`src/rtl/serial_addsub_pkg.sv`:
```
`default_nettype none
// ---------------------------------------------------------------------------
// serial_addsub_pkg : shared FSM state type and op encodings.
// Revision: 1.0
// ---------------------------------------------------------------------------
package serial_addsub_pkg;

  typedef enum logic [1:0] {
    IDLE = 2'd0,
    RUN  = 2'd1,
    DONE = 2'd2
  } state_t;

  localparam logic OP_ADD = 1'b0;
  localparam logic OP_SUB = 1'b1;

endpackage
`default_nettype wire

```
`src/rtl/serial_addsub_ctrl_csa.sv`:
```
`default_nettype none
// ---------------------------------------------------------------------------
// serial_addsub_ctrl_csa : one-bit full adder whose 'a' input is XORed with ctrl.
// Revision: 1.0
// ---------------------------------------------------------------------------
module serial_addsub_ctrl_csa (
  input  logic a,
  input  logic b,
  input  logic ctrl,
  input  logic cin,
  output logic o,
  output logic cout
);

  logic ax;

  assign ax   = a ^ ctrl;
  assign o    = ax ^ b ^ cin;
  assign cout = (ax & b) | (ax & cin) | (b & cin);

endmodule
`default_nettype wire

```
`src/rtl/serial_addsub_ctrl.sv`:
```
`default_nettype none
// ---------------------------------------------------------------------------
// serial_addsub_ctrl : LSB-first bit-serial add/subtract with valid/ready I/O.
// Optional status outputs (out_zero, out_neg) under SERIAL_ADDSUB_STATUS_EN.
// Revision: 1.0
// ---------------------------------------------------------------------------
module serial_addsub_ctrl
  import serial_addsub_pkg::*;
#(
  parameter int W = 8
) (
  input  logic         clk,
  input  logic         rst_n,
  input  logic         in_valid,
  output logic         in_ready,
  input  logic [W-1:0] in_a,
  input  logic [W-1:0] in_b,
  input  logic         in_op,
  output logic         out_valid,
  input  logic         out_ready,
  output logic [W-1:0] out_sum,
  output logic         out_cout,
  output logic         out_ovf,
  output logic         busy
`ifdef SERIAL_ADDSUB_STATUS_EN
  ,
  output logic         out_zero,
  output logic         out_neg
`endif
);

  localparam int CNT_W = $clog2(W);
  localparam logic [CNT_W-1:0] LAST_BIT = CNT_W'(W - 1);

  state_t           state;
  logic [W-1:0]     sa;
  logic [W-1:0]     sb;
  logic [W-1:0]     res;
  logic             op_q;
  logic             carry;
  logic [CNT_W-1:0] cnt;
  logic             csa_o;
  logic             csa_cout;
`ifdef SERIAL_ADDSUB_STATUS_EN
  logic             zero_acc;
`endif

  // Subtract is a + ~b + 1: b rides on the conditioned input, cin preloaded with op.
  serial_addsub_ctrl_csa u_csa (
    .a    (sb[0]),
    .b    (sa[0]),
    .ctrl (op_q),
    .cin  (carry),
    .o    (csa_o),
    .cout (csa_cout)
  );

  always_ff @(posedge clk or negedge rst_n) begin
    if (!rst_n) begin
      state     <= IDLE;
      in_ready  <= 1'b1;
      out_valid <= 1'b0;
      busy      <= 1'b0;
      out_sum   <= '0;
      out_cout  <= 1'b0;
      out_ovf   <= 1'b0;
      carry     <= 1'b0;
      cnt       <= '0;
      sa        <= '0;
      sb        <= '0;
      res       <= '0;
      op_q      <= OP_ADD;
`ifdef SERIAL_ADDSUB_STATUS_EN
      zero_acc  <= 1'b0;
      out_zero  <= 1'b0;
      out_neg   <= 1'b0;
`endif
    end else begin
      case (state)
        IDLE: begin
          if (in_valid) begin
            sa       <= in_a;
            sb       <= in_b;
            op_q     <= in_op;
            carry    <= (in_op == OP_SUB);
            cnt      <= '0;
            in_ready <= 1'b0;
            busy     <= 1'b1;
            state    <= RUN;
`ifdef SERIAL_ADDSUB_STATUS_EN
            zero_acc <= 1'b1;
`endif
          end
        end
        RUN: begin
          res   <= {csa_o, res[W-1:1]};
          carry <= csa_cout;
          sa    <= sa >> 1;
          sb    <= sb >> 1;
`ifdef SERIAL_ADDSUB_STATUS_EN
          zero_acc <= zero_acc & ~csa_o;
`endif
          if (cnt == LAST_BIT) begin
            // Overflow: carry into the sign bit differs from carry out of it.
            out_sum   <= {csa_o, res[W-1:1]};
            out_cout  <= csa_cout;
            out_ovf   <= carry ^ csa_cout;
            out_valid <= 1'b1;
            busy      <= 1'b0;
            state     <= DONE;
`ifdef SERIAL_ADDSUB_STATUS_EN
            out_zero  <= zero_acc & ~csa_o;
            out_neg   <= csa_o;
`endif
          end else begin
            cnt <= cnt + 1'b1;
          end
        end
        DONE: begin
          if (out_ready) begin
            out_valid <= 1'b0;
            in_ready  <= 1'b1;
            state     <= IDLE;
          end
        end
        default: begin
          state     <= IDLE;
          in_ready  <= 1'b1;
          out_valid <= 1'b0;
          busy      <= 1'b0;
        end
      endcase
    end
  end

endmodule
`default_nettype wire

```
`config.mk`:
```
export PLATFORM = sky130hd
export DESIGN_NAME = serial_addsub_ctrl
export DESIGN_NICKNAME = d
export VERILOG_FILES = /design/src/rtl/serial_addsub_pkg.sv /design/src/rtl/serial_addsub_ctrl_csa.sv /design/src/rtl/serial_addsub_ctrl.sv
export SDC_FILE = /design/constraint.sdc
export NUM_CORES = 1
export LEC_CHECK = 0
export ABC_AREA = 1
export ABC_CLOCK_PERIOD_IN_PS = 1500
export BUFFER_PORTS_ARGS = -buffer_cell sky130_fd_sc_hd__buf_2
export CORE_MARGIN = 2
export CORE_UTILIZATION = 49
export DETAILED_ROUTE_END_ITERATION = 12
export PLACE_DENSITY = 0.74
export SLEW_MARGIN = 20
export SYNTH_ARGS = -nofsm -noshare
export SYNTH_HDL_FRONTEND = slang
export SYNTH_SLANG_ARGS = --single-unit
```
`constraint.sdc`:
```
create_clock -name clk -period 1.5 [get_ports clk]
set_clock_uncertainty 0.1 [all_clocks]
set_input_delay 0.45 -clock clk [delete_from_list [all_inputs] [get_ports clk]]
set_output_delay 0.45 -clock clk [all_outputs]
set_load 0.1 [all_outputs]
```
==> metrics.md <==
| Metric | Value |
|---|---|
| Crit. path cell count | `1` |
| Area leader, netlist | `dfrtp_1` |
| Crit path max fanout | `2` |
| Fraction of registers with async set/reset | `100%` |
| Reg2reg setup slack | `0.07 ns` |
| Post-synthesis cell area | `1990 sq um` |
| Die area | `approximately 4600 sq um` |
| Avg WL per Cell | `roughly 12 microns` |
| Via count | `1578` |
| Sink Count | `43` |
| Max-slew headroom | `77.9%` |
| Ant diodes | `0` |
| Reg clk slew, reported paths | `0.08 ns` |
| Cell Area, Placed | `~2400 sq um` |
| Hold WS | `~0.29 ns` |
| Crit path required time | `0.95 ns` |
| R2r worst-path depth | `3` |
| Critical-path cell list | `buf_12` |
| Max IR drop VDD | `1.54 mV` |
| Post-synth EDFFs | `0` |
| Buf+Inv Stages, Crit Path | `1` |
| Setup Viol. Count Final | `1` |
| FF-to-FF End | `res[7]` |
| FF-to-FF Start | `op_q` |
| Worst hold path endpoint | `sa[7]` |
| Leading cell type in the layout, fill and taps excluded | `nand2_1` |
| CP Launch Type | `flop` |
| Placer Congestion | `0.729` |
| Pins Over Slew Limit | `0` |
| Critical path data arrival time | `1.03 ns` |
| Top-area cell type share of the netlist area | `approximately 53%` |
| RSZ-0062 raised after global routing | `true` |
| Final hold viol count | `0` |
| Fill count | `317` |
| GRT Total Usage | `19.4%` |
| Vert. Die Dim | `about 68 microns` |
| CTS H-tree lvls | `2` |
| Clock Tree Root | `clkbuf_8` |
| Fin crit period | `1.58 ns` |
| # DRC | `0` |
| Slew @ Worst Pin | `0.331 ns` |
| Final HPWL DP | `2.73 mm` |
| Critical path class | `flop to primary output` |
| Critical hold path startpoint | `in_a[7]` |
| TritonCTS clock tree | `done` |
| CTS Buf Count | `5` |
| FP Rows | `23` |
| Post-route setup TNS | `-0.0772 ns` |
| Layout cells sized above 1 | `about a quarter` |
| CP top delay family | `flip-flops` |
| Leakage power | `1.38 nW` |
| Largest stage delay on the critical path | `0.56 ns` |
| Final period utilization | `105%` |
| Worst hold-check path type | `primary input to flop` |
| Post-route cell area | `roughly 2600 sq um` |
| First-pass GRT wire length | `6.51 mm` |
| Starting Density | `50.5%` |
| Multi-input logic area | `808 sq um` |
| Violated checks | `setup timing` |
| CTS Buffer Depth | `2` |
| Routed WL | `3.86 mm` |
| Cell variety after synth | `22` |
| Iteration-0 DRC Markers | `62` |
| #FFs+latches synth | `43` |
| Core footprint | `slightly below 4000 sq um` |
| Io pins | `34` |
| Pre-Repair DR Iteration Count | `4` |
| Power Density | `2540 nW/um^2` |
| Max Cap Viol | `0` |
| Hold Path Depth | `3` |
| Final setup margin | `-0.0772 ns` |
| Status | `finished, violations left` |
| Top_reg_cell synth | `dfrtp_1` |
| Worst setup EP type | `primary output` |
| Most frequent cells in the layout | `130 x nand2_1, 41 x dfrtp_1, 20 x buf_2, 16 x buf_12, 14 x inv_1` |
| Routed vias/inst | `~4.8` |
| Post-Syn Nets | `262` |
| CP max-delay cell | `dfstp_2` |
| Syn_area_per_cell | `8.36 sq um` |
| Reg area | `between 1000 and 1500 sq um` |
| Chip width | `67.7 microns` |
| Port bufs | `33` |
| Max frequency | `634 MHz` |
| Synth Warn # | `0` |
| Fin nets | `303` |
| GRT overflow | `0` |
| Post-Place Setup Slack | `0.0349 ns` |
| Antenna Nets Post-Route | `0` |
| Vias in the first global route | `1498` |
| Synth top area cells | `dfrtp_1 53%, nand2_1 25%, o21ai_2 4.0%` |
| Initial antenna violation count | `0` |
| Worst-Skew Late Latency | `0.30 ns` |
| Register area share after synthesis | `a little over half` |
| Synthesized netlist cell count | `238` |
| Pin count of the biggest net entering global routing | `20` |
| Area grow syn2layout | `30.4%` |
timing repair:
item	in CTS	in global routing
buffers inserted	0	0
hold buffers	1	0
pin swaps	0	1
hold endpoints to repair	10	0
gates resized for setup	0	7
endpoints found under the setup margin	1	23
per-stage QoR:
stage | std cells | util, % | power (mW)
final | 330 | 65.8 | 6.58
after global routing | 330 | 65.8 | 7.00
after CTS | 330 | 65.2 | 6.58
after detailed placement | 321 | 62.0 | 5.64
after global placement | 321 | 62.0 | 5.55
after floorplan | 238 | - | 4.46
worst max-delay path by stage:
stage	startpoint	slack (ns)	to
after global placement	cnt[0]	0.09	cnt[0]
final	in_ready	-0.08	in_ready
after global routing	in_ready	-0.11	in_ready
after detailed placement	cnt[0]	0.03	cnt[1]
after floorplan	busy	0.05	busy
after CTS	in_ready	-0.09	in_ready
per-layer routing:
layer	up-vias	GRT usage (%)	wire, microns
li1	804	-	-
met1	741	25.3	1690
met2	28	30.4	1970
met3	5	5.50	138
met4	0	7.65	55
met5	-	0	0
kinds of logic after synthesis:
logic type	synth area share, %
and+or+nand+nor	29.2
adders and majority gates	2.26
buffers and inverters	6.35
xor gates and xnor gates	0.880
AOI/OAI and AO/OA	7.23
DFF	54.1
where the power goes:
part	total, mW	switching (mW)	internal [mW]
clock	0.928	0.390	0.539
sequential	2.05	0.390	1.66
combinational	3.60	2.30	1.30
cells in the mapped netlist, types with 3 or more instances:
library cell / count
nand2_1: 131
o21ai_0: 10
buf_6: 3
dfrtp_1: 42
nand2_2: 3
inv_1: 14
o21ai_2: 9
buf_4: 3
a21oi_1: 3
nand3_1: 3
flip-flops by register name, summed over array words and instances, names as in the netlist:
signal and flops:
out_sum 8, out_valid 1, out_ovf 1, busy 1
sa 8, carry 1, out_cout 1, op_q 1
sb 8, res 7, cnt 3, state 2
in_ready 1
layout make-up:
type	instances	area share, %
tap	50	2.41
clock inverter	2	1.35
timing repair buffer	42	18.0
inverter	16	2.31
multi-input combinational	171	31.1
sequential	43	41.6
clock buffer	6	3.18
Power figures use the tool's default switching activity.
